==> src/rtl/mv_job_sequencer.sv <==
`timescale 1ns/1ps
// Sequences one motion-estimation job through the SAE engine: reset pulse, byte
// streaming into s_data, fixed compute wait, then capture into a valid/ready result register.
module mv_job_sequencer #(
    parameter int BLK_BYTES   = 16,
    parameter int WIN_BYTES   = 64,
    parameter int RST_CYCLES  = 2,
    parameter int COMP_CYCLES = 64
) (
    input  logic       wb_clk_i,
    input  logic       wb_rst_i,
    input  logic       start,
    input  logic       abort,
    input  logic [7:0] in_data,
    input  logic       in_valid,
    output logic       in_ready,
    output logic       eng_rst,
    output logic [7:0] eng_s_data,
    input  logic [9:0] eng_min_sae,
    input  logic [2:0] eng_mv_x,
    input  logic [2:0] eng_mv_y,
    output logic       res_valid,
    input  logic       res_ready,
    output logic [9:0] res_sae,
    output logic [2:0] res_mv_x,
    output logic [2:0] res_mv_y,
    output logic       busy,
    output logic       err_underrun,
    output logic [7:0] job_cnt
);

    localparam int TOTAL_BYTES = BLK_BYTES + WIN_BYTES;
    localparam int MAX_A       = (TOTAL_BYTES > COMP_CYCLES) ? TOTAL_BYTES : COMP_CYCLES;
    localparam int MAX_CNT     = (MAX_A > RST_CYCLES) ? MAX_A : RST_CYCLES;
    localparam int CNT_W       = $clog2(MAX_CNT + 1);

    localparam logic [CNT_W-1:0] RST_LAST  = CNT_W'(RST_CYCLES - 1);
    localparam logic [CNT_W-1:0] BYTE_LAST = CNT_W'(TOTAL_BYTES - 1);
    localparam logic [CNT_W-1:0] COMP_LAST = CNT_W'(COMP_CYCLES - 1);
    localparam logic [CNT_W-1:0] CNT_ONE   = CNT_W'(1);

    typedef enum logic [2:0] {
        IDLE,
        ERST,
        LOAD,
        COMP,
        WOUT
    } state_t;

    state_t           state;
    logic [CNT_W-1:0] cnt;
    logic             comp_last;
    logic             capture;

    // A capture may reuse the result slot in the same cycle the consumer drains it.
    assign comp_last = (state == COMP) && (cnt == COMP_LAST);
    assign capture   = !abort && (!res_valid || res_ready) && (comp_last || state == WOUT);

    always_ff @(posedge wb_clk_i) begin
        if (wb_rst_i) begin
            state        <= IDLE;
            cnt          <= '0;
            eng_rst      <= 1'b1;
            in_ready     <= 1'b0;
            eng_s_data   <= '0;
            res_valid    <= 1'b0;
            res_sae      <= '0;
            res_mv_x     <= '0;
            res_mv_y     <= '0;
            busy         <= 1'b0;
            err_underrun <= 1'b0;
            job_cnt      <= '0;
        end else begin
            if (res_valid && res_ready) begin
                res_valid <= 1'b0;
            end

            if (abort && state != IDLE) begin
                state      <= IDLE;
                cnt        <= '0;
                eng_rst    <= 1'b1;
                in_ready   <= 1'b0;
                eng_s_data <= '0;
                busy       <= 1'b0;
            end else begin
                case (state)
                    IDLE: begin
                        if (start && !abort) begin
                            state        <= ERST;
                            cnt          <= '0;
                            busy         <= 1'b1;
                            err_underrun <= 1'b0;
                        end
                    end
                    ERST: begin
                        if (cnt == RST_LAST) begin
                            state    <= LOAD;
                            cnt      <= '0;
                            eng_rst  <= 1'b0;
                            in_ready <= 1'b1;
                        end else begin
                            cnt <= cnt + CNT_ONE;
                        end
                    end
                    LOAD: begin
                        // The engine cannot stall, so a missing byte kills the job.
                        if (!in_valid) begin
                            state        <= IDLE;
                            cnt          <= '0;
                            err_underrun <= 1'b1;
                            eng_s_data   <= '0;
                            eng_rst      <= 1'b1;
                            in_ready     <= 1'b0;
                            busy         <= 1'b0;
                        end else begin
                            eng_s_data <= in_data;
                            if (cnt == BYTE_LAST) begin
                                state    <= COMP;
                                cnt      <= '0;
                                in_ready <= 1'b0;
                            end else begin
                                cnt <= cnt + CNT_ONE;
                            end
                        end
                    end
                    COMP: begin
                        eng_s_data <= '0;
                        if (comp_last) begin
                            state <= WOUT;
                            cnt   <= '0;
                        end else begin
                            cnt <= cnt + CNT_ONE;
                        end
                    end
                    WOUT: ;
                    default: state <= IDLE;
                endcase

                if (capture) begin
                    res_valid <= 1'b1;
                    res_sae   <= eng_min_sae;
                    res_mv_x  <= eng_mv_x;
                    res_mv_y  <= eng_mv_y;
                    job_cnt   <= job_cnt + 8'd1;
                    state     <= IDLE;
                    eng_rst   <= 1'b1;
                    busy      <= 1'b0;
                end
            end
        end
    end

endmodule

==> config.mk <==
export PLATFORM = sky130hd
export DESIGN_NAME = mv_job_sequencer
export DESIGN_NICKNAME = d
export VERILOG_FILES = /design/src/rtl/mv_job_sequencer.sv
export SDC_FILE = /design/constraint.sdc
export NUM_CORES = 1
export LEC_CHECK = 0
export ABC_AREA = 0
export BUFFER_PORTS_ARGS = -buffer_cell sky130_fd_sc_hd__buf_4
export CAP_MARGIN = 20
export CORE_MARGIN = 2
export CORE_UTILIZATION = 40
export CTS_BUF_LIST = sky130_fd_sc_hd__clkbuf_16
export DETAILED_ROUTE_END_ITERATION = 8
export PLACE_DENSITY = 0.71
export SLEW_MARGIN = 25
export SYNTH_ARGS = -nofsm -noshare
export SYNTH_HDL_FRONTEND = slang
export SYNTH_SLANG_ARGS = --single-unit
==> constraint.sdc <==
create_clock -name wb_clk_i -period 2.3 [get_ports wb_clk_i]
set_input_delay 0.23 -clock wb_clk_i [delete_from_list [all_inputs] [get_ports wb_clk_i]]
set_output_delay 0.23 -clock wb_clk_i [all_outputs]
set_load 0.01 [all_outputs]
# Word-level counts from Yosys, hierarchy flattened
# Cells that the tools add are included.
[word_totals]
word_cells = 82
reg_bits = 47
inputBits = 30
output_inout_bits = 37
[op_classes]
muxes = 29
n_eq_ne = 12
addsub = 2
n_reduce_logical = 25
bitwise_logic = 2
[ops]
columns = ["operator", "n"]
rows = [
  ["$mux W7", 5],
  ["$pmux W7 S4", 1],
  ["$pmux W8 S2", 1],
  ["$mux W3", 5],
  ["$pmux W3 S5", 1],
  ["$mux W1", 11],
  ["$reduce_and A3 Y1", 3],
  ["$add A8 B1 Y8 const B", 1],
  ["$mux W8", 1],
  ["$ne A2 B2 Y1 const B", 4],
  ["$pmux W1 S2", 4],
  ["$add A7 B1 Y7 const B", 1],
  ["$eq A7 B1 Y1 const B", 1],
  ["$eq A7 B6 Y1 const B", 1],
  ["$eq A7 B7 Y1 const B", 1],
  ["$eq A3 B2 Y1 const B", 2],
  ["$logic_and A1 B1 Y1", 6],
  ["$reduce_bool A2 Y1", 3],
  ["$reduce_and A5 Y1", 1],
  ["$reduce_and A2 Y1", 2],
  ["$reduce_and A4 Y1", 1],
  ["$reduce_bool A4 Y1", 1],
  ["$eq A3 B1 Y1 const B", 1],
  ["$eq A3 B3 Y1 const B", 1],
  ["8 further kinds", 11],
]

# Longest topological paths before layout
# Gate-level depths: netlist of run 1.
[logic_depth]
word_depth = 6
ltp_mapped = 8
depth_no_buf = 7

# Worst setup path after synthesis of run 1
# Ideal clock, no wire load.
[synth_path]
path_type = "register to register"
startpoint = "register cnt[0]"
endpoint = "register job_cnt[7]"
setup_time_ps = 121
path_slack_ps = 465
t_arrival_ps = 1714
stages_incl_launch_ff = 7
period_less_slack_ps = 1835
path_buffers = 0
required_ps = 2179
cell_sequence = "dfxtp_1 -> ha_1 -> nand3_2 -> nor3_4 -> o21ai_2 -> nor4_1 -> mux2_2"
[synth_between]
elab_chain_cells = 5
[synth_lines]
columns = ["element", "line", "source"]
rows = [
  ["from (decl)", "51", "logic [CNT_W-1:0] cnt;"],
  ["from (signal assigned)", "102", "cnt <= cnt + CNT_ONE;"],
  ["from (signal assigned)", "122", "cnt <= cnt + CNT_ONE;"],
  ["from (signal assigned)", "132", "cnt <= cnt + CNT_ONE;"],
  ["$eq A7 B6 Y1", "56", "assign comp_last = (state == COMP) && (cnt == COMP_LAST);"],
  ["$logic_and A1 B1 Y1", "56", ""],
  ["$logic_or A1 B1 Y1", "57", "assign capture = !abort && (!res_valid || res_ready) && (comp_last || state == WOUT);"],
  ["$logic_and A1 B1 Y1", "57", ""],
  ["$reduce_and A2 Y1 (no source line)", "-", ""],
  ["to (signal assigned)", "144", "job_cnt <= job_cnt + 8'd1;"],
  ["to (decl)", "29", "output logic [7:0] job_cnt"],
]
# No other way between the ends.
# A chain may end at the register's enable or synchronous reset.

# Worst setup path in the final report of run 1
# Ends and elaborated chain as after synthesis.

==> flow_summary.yaml, run 1 <==
clocking:
  clkSlewWorstSetupHoldPaths_ns: 0.06
  clock_latency_ns: 0.28
  cts-hold-fix-buffers: 0
  num_cts_buffers: 5
  post_cts_resize_count: 0
  cts.root.buffer_cell: "clkbuf_16"
  cts_setup_buffers: 0
  htreeDepth: 2
  clock_sink_count: 47
  clock_path_buffers: 2
  cts_tree: "built"
run:
  max_cap_viols: 0
global_routing:
  grt_max_degree: 30
  grt_pass1_vias: 1884
  wire_length_of_the_first_global_routing_pass_mm: 8.36
  antenna_violations_before_repair: 0
  overflow: 0
  grt_overall_usage_pct: 17.4
power:
  peak_supply_drop_v: 0.000488
  leakagePower_nw: 1.17
  p_per_area_nw_per_um2: 590
critical_path:
  regToRegEndpoint: "job_cnt[7]"
  worst_setup_path_end_kind: "flip-flop"
  regToRegStartpoint: "cnt[0]"
  setup.worst_path.start_class: "flip-flop"
  r2r.worst_path.cells: 6
  startpoint: "cnt[0]"
  worstPathRequired_ns: 2.47
  crit_end: "job_cnt[7]"
  critical_setup_path_kind: "reg -> reg"
  critPathArrivalTime_ns: 2.29
  r2r_slack_ns: 0.18
  crit_fanout: 9
yosys:
  yosys_most_used_dff: "dfxtp_1"
  netlist_top_cells_area: "dfxtp_1 45%, nand2_1 8.6%, a21oi_1 6.4%, nor2_1 4.8%, a22oi_1 3.2%"
  postSynthRegisterBits: 47
  syn_avg_cell_area_um2: 8.26
  syn-instance-count: 254
  edff_count_synth: 0
  top_cell_type_s_share_of_synthesized_area_pct: 44.9
  mappedNetlistArea_um2: 2100
  yosys.cell_types.count: 45
  share_of_the_yosys_chip_area_belonging_to_registers_pct: 44.9
  ys_async_sr_fraction_pct: 0
  synthesis.yosys.warnings: 0
  post-synth-top-area-cell: "dfxtp_1"
  synth_nets: 287
status:
  run_status: "completed"
place:
  place.gp.congestion: 0.777
  place_area_um2: 2650
  detailedPlacementHpwl_mm: 3.61
  port_buffers: 66
routing:
  vias_per_cell: 5.07
  wl_per_cell_um: 12.9
  drt-initial-drc-count: 163
  drcViolationCount: 0
  antenna_violating_nets_post_route: 0
  vias: 1966
  wl_mm: 5.00
  detail_route.first_pass.iterations: 4
layout:
  fillers: 498
  diodes: 0
  postLayoutCellArea_um2: 2790
  flow.area_growth_from_synthesis_pct: 32.9
  nets: 350
  ratio_of_cells_with_drive_above_1_in_the_final_layout_pct: 27.7
  final_cell_mix: "72 x buf_4, 48 x nand2_1, 47 x dfxtp_1, 27 x nor2_1, 27 x a21oi_1"
  layout.cells.most_common: "buf_4"
worst_hold_path:
  hold_path.class: "in -> reg"
die:
  dieHeight_um: 76.4
  i_o_pin_count: 67
  initial_core_util_pct: 41.3
  core_region_area_um2: 5070
  rows: 26
  die_x_um: 76.4
  die-area_um2: 5840
timing:
  timing.final.crit_share_pct: 92.0
  fmaxAchievable_ghz: 0.472
  report.final.slew_viol_count: 0
  worst_slew_margin_rel_pct: 72.1
  period_minus_slack_ns: 2.12
  finalHoldViolCount: 0
  setup_total_negative_slack_ns: 0
  skew_ns: 0.00206
  worst_pin_slew_ns: 0.418
  rsz0062_at_grt: "no"
  finalSetupViolations: 0
## worst min-delay path by stage
stage                               end  cells past startpoint        start  slack [ns]
after global routing      eng_s_data[6]                      3   in_data[6]        0.19
after floorplan             res_mv_x[0]                      2  eng_mv_x[0]        0.37
final                     eng_s_data[3]                      3   in_data[3]        0.18
after CTS                 eng_s_data[3]                      3   in_data[3]        0.19
after detailed placement    res_mv_x[2]                      2  res_mv_x[2]        0.45
after global placement       res_sae[0]                      2   res_sae[0]        0.44
## cell usage after synthesis, types with 2 or more instances
| cell type | number |
|---|---|
| a211oi_1 | 3 |
| buf_2 | 7 |
| xnor2_1 | 2 |
| nor2_1 | 27 |
| or4_1 | 3 |
| nor4_1 | 2 |
| a21o_1 | 3 |
| xor2_1 | 2 |
| inv_1 | 3 |
| nand2b_1 | 6 |
| nand3_1 | 9 |
| dfxtp_1 | 47 |
| a21oi_1 | 27 |
| o31ai_1 | 3 |
| a22oi_1 | 9 |
| or3_1 | 2 |
| clkbuf_1 | 7 |
| and3_1 | 2 |
| nor2b_1 | 3 |
| a31oi_1 | 4 |
| nand2_1 | 48 |
| nor3_1 | 8 |
| and2_1 | 2 |
| o21ai_0 | 2 |
| ha_1 | 3 |
## metal layers
layer  GRT usage (%)  wire [um]  vias to the layer above
met2            30.1       2550                       43
met3            4.74        227                        2
met4            7.09         49                        0
li1                -          -                     1013
met5               0          0                        -
met1            20.4       2170                      908
## flip-flops by register name, indices dropped and copies added (netlist names)
register / count
busy: 1
cnt: 7
eng_rst: 1
eng_s_data: 8
err_underrun: 1
in_ready: 1
job_cnt: 8
res_mv_x: 3
res_mv_y: 3
res_sae: 10
res_valid: 1
state: 3
## critical path, stage by stage (launching register included)
cell	delay (ns)
dfxtp_1	0.41
ha_1	0.26
nand3_2	0.15
nor3_4	0.28
o21ai_2	0.16
nor4_1	0.36
mux2_2	0.38
## through the flow
step / std cells / hold slack [ns] / total power, mW / utilization, % / worst slack, ns
floorplan: 254 / 0.366 / 0.914 / - / 0.465
global placement: 380 / 0.442 / 0.970 / 52.1 / 0.328
detailed placement: 380 / 0.449 / 0.972 / 52.1 / 0.267
CTS: 388 / 0.186 / 1.67 / 54.9 / 0.180
global route: 388 / 0.192 / 1.71 / 54.9 / 0.0800
finish: 388 / 0.185 / 1.65 / 54.9 / 0.183
## cell families (layout without fill, tap and decap cells)
family / after synthesis / count (layout) / synth area share, %
compound gates: 59 / 59 / 18.4
simple gates: 121 / 121 / 28.4
buf+inv: 19 / 83 / 4.36
fa+ha+maj: 3 / 3 / 1.79
mux: 1 / 1 / 0.537
xor+xnor: 4 / 4 / 1.67
flops: 47 / 47 / 44.9
## area by class of cell
type                       count  area (um2)  share of cell area [%]
clock buffer                   5         125                    4.49
tap                           70        87.6                    3.14
sequential                    47         941                    33.8
multi-input combinational    188        1060                    38.2
timing repair buffer          72         541                    19.4
inverter                       3        11.3                   0.404
clock inverter                 3        16.3                   0.584
## power breakdown
part           switching, mW  leakage [nW]  total (mW)  internal [mW]
clock network          0.296        0.0710       0.693          0.397
registers            0.00894         0.379       0.830          0.821
logic                 0.0621         0.723       0.123         0.0607
Note: power is estimated with default switching activity, not from simulation.
==> run 2: changes to the inputs <==
--- a/config.mk
+++ b/config.mk
@@ -8,11 +8,14 @@
 export ABC_AREA = 0
 export BUFFER_PORTS_ARGS = -buffer_cell sky130_fd_sc_hd__buf_4
 export CAP_MARGIN = 20
+export CELL_PAD_IN_SITES_DETAIL_PLACEMENT = 0
+export CELL_PAD_IN_SITES_GLOBAL_PLACEMENT = 1
 export CORE_MARGIN = 2
-export CORE_UTILIZATION = 40
+export CORE_UTILIZATION = 36
 export CTS_BUF_LIST = sky130_fd_sc_hd__clkbuf_16
 export DETAILED_ROUTE_END_ITERATION = 8
-export PLACE_DENSITY = 0.71
+export GPL_TIMING_DRIVEN = 0
+export PLACE_DENSITY = 0.86
 export SLEW_MARGIN = 25
 export SYNTH_ARGS = -nofsm -noshare
 export SYNTH_HDL_FRONTEND = slang
==> flow_summary.yaml, run 2 (same netlist as run 1, synthesis figures left out) <==
status:
  run_status: "completed"
routing:
  wl_per_cell_um: 13.1
  vias_per_cell: 4.96
  wl_mm: 5.24
  drcViolationCount: 0
  detail_route.first_pass.iterations: 4
  vias: 1983
  drt-initial-drc-count: 108
  antenna_violating_nets_post_route: 0
place:
  dpl.cell_count: 392
  place.gp.congestion: 0.801
  detailedPlacementHpwl_mm: 3.83
  port_buffers: 66
layout:
  layout.cells.most_common: "buf_4"
  largest_register_ffs: 10
  flow.area_growth_from_synthesis_pct: 36.0
  final-seq-area_um2: 941
  fillers: 563
  most_flop_heavy_register: "res_sae"
  post_layout_nonfiller_instances: 400
  ratio_of_cells_with_drive_above_1_in_the_final_layout_pct: 28.0
  multi_input_area_um2: 1060
  diodes: 0
  final_cell_mix: "67 x buf_4, 48 x nand2_1, 47 x dfxtp_1, 27 x nor2_1, 27 x a21oi_1"
  nets: 360
  biggestRegsByFlops: "res_sae x10, eng_s_data x8, job_cnt x8"
critical_path:
  critical_setup_path_kind: "reg -> reg"
  critPathArrivalTime_ns: 2.23
  crit_fanout: 8
  worst_setup_path_end_kind: "flip-flop"
  worstPathRequired_ns: 2.47
  setup.worst_path.start_class: "flip-flop"
  r2r_slack_ns: 0.24
timing:
  finalSetupViolations: 0
  holdWs_ns: 0.179
  rsz0062_at_grt: "no"
  worst_pin_slew_ns: 0.981
  period_minus_slack_ns: 2.06
  timing.final.crit_share_pct: 89.7
  setup_total_negative_slack_ns: 0
  skew_ns: 0.00579
  fmaxAchievable_ghz: 0.485
  report.final.slew_viol_count: 0
  finalHoldViolCount: 0
  worst_slew_margin_rel_pct: 34.1
clocking:
  cts_tree: "built"
  clkSlewWorstSetupHoldPaths_ns: 0.06
  clock_path_buffers: 2
  num_cts_buffers: 5
  clock_sink_count: 47
  cts-hold-fix-buffers: 0
  cts.root.buffer_cell: "clkbuf_16"
  cts_setup_buffers: 0
  post_cts_resize_count: 0
  htreeDepth: 2
  clock_latency_ns: 0.28
die:
  initial_core_util_pct: 37.6
  die-area_um2: 6450
  rows: 27
  i_o_pin_count: 67
  die_x_um: 80.3
  core_region_area_um2: 5570
  dieHeight_um: 80.3
run:
  max_cap_viols: 0
power:
  leakagePower_nw: 1.21
  peak_supply_drop_v: 0.000382
  fin_total_pwr_mw: 1.78
  p_per_area_nw_per_um2: 624
global_routing:
  grt_pass1_vias: 1884
  overflow: 0
  grt_max_degree: 16
  wire_length_of_the_first_global_routing_pass_mm: 8.52
  antenna_violations_before_repair: 0
  grt_overall_usage_pct: 16.7
worst_hold_path:
  hold_path.class: "in -> reg"
## run 2: cell count changes in the layout (fill, tap and decap cells not counted), sizes merged
cell      previous run  this run
clkinv               1         2
clkinvlp             1         0
inv                  4         3
clkbuf               5        12
bufinv               0         1
buf                 72        75
## run 2: worst paths after layout
path | startpoint | endpoint | depth (start not counted)
setup reg to reg | cnt[0] | job_cnt[7] | 6
setup / recovery | cnt[0] | job_cnt[7] | 6
hold / removal | in_data[6] | eng_s_data[6] | 3
hold reg to reg | res_mv_y[2] | res_mv_y[2] | 2
## run 2: worst max-delay path, stage by stage (launching register included)
cell and delay, ns:
dfxtp_1 0.40, ha_1 0.25, nand3_2 0.15, nor3_4 0.29, o21ai_2 0.17, nor4_1 0.33, mux2_2 0.36
## run 2: cell type report
class	count	share of cell area [%]
Multi-Input combinational cell	188	37.3
Timing Repair Buffer	66	17.4
Sequential cell	47	33.0
Buffer	16	2.81
Clock buffer	5	4.39
Tap cell	72	3.16
Inverter	3	0.395
Clock inverter	3	1.54
## run 2: report_power, final
part / internal, mW / switching, mW / total [mW]
combinational: 0.0644 / 0.0696 / 0.134
clock: 0.512 / 0.306 / 0.818
sequential: 0.821 / 0.00524 / 0.826
## run 2: through the flow
stage,worst slack (ns),cell area (um2),utilization (%)
detailed placement,0.246,2680,48.1
global placement,0.236,2680,48.1
global route,0.0952,2850,51.2
finish,0.237,2850,51.2
CTS,0.222,2850,51.2
floorplan,0.465,2100,-
## run 2: per-layer routing
layer  global-route usage (%)  up-vias  share of wire [%]  wire length, um
met5                        0        -                  0                0
met4                     5.76        0                1.3               70
met3                     4.49        7                4.1              216
met2                     28.2       34                 48             2500
met1                     20.5      911                 47             2450
li1                         -     1031                  -                -
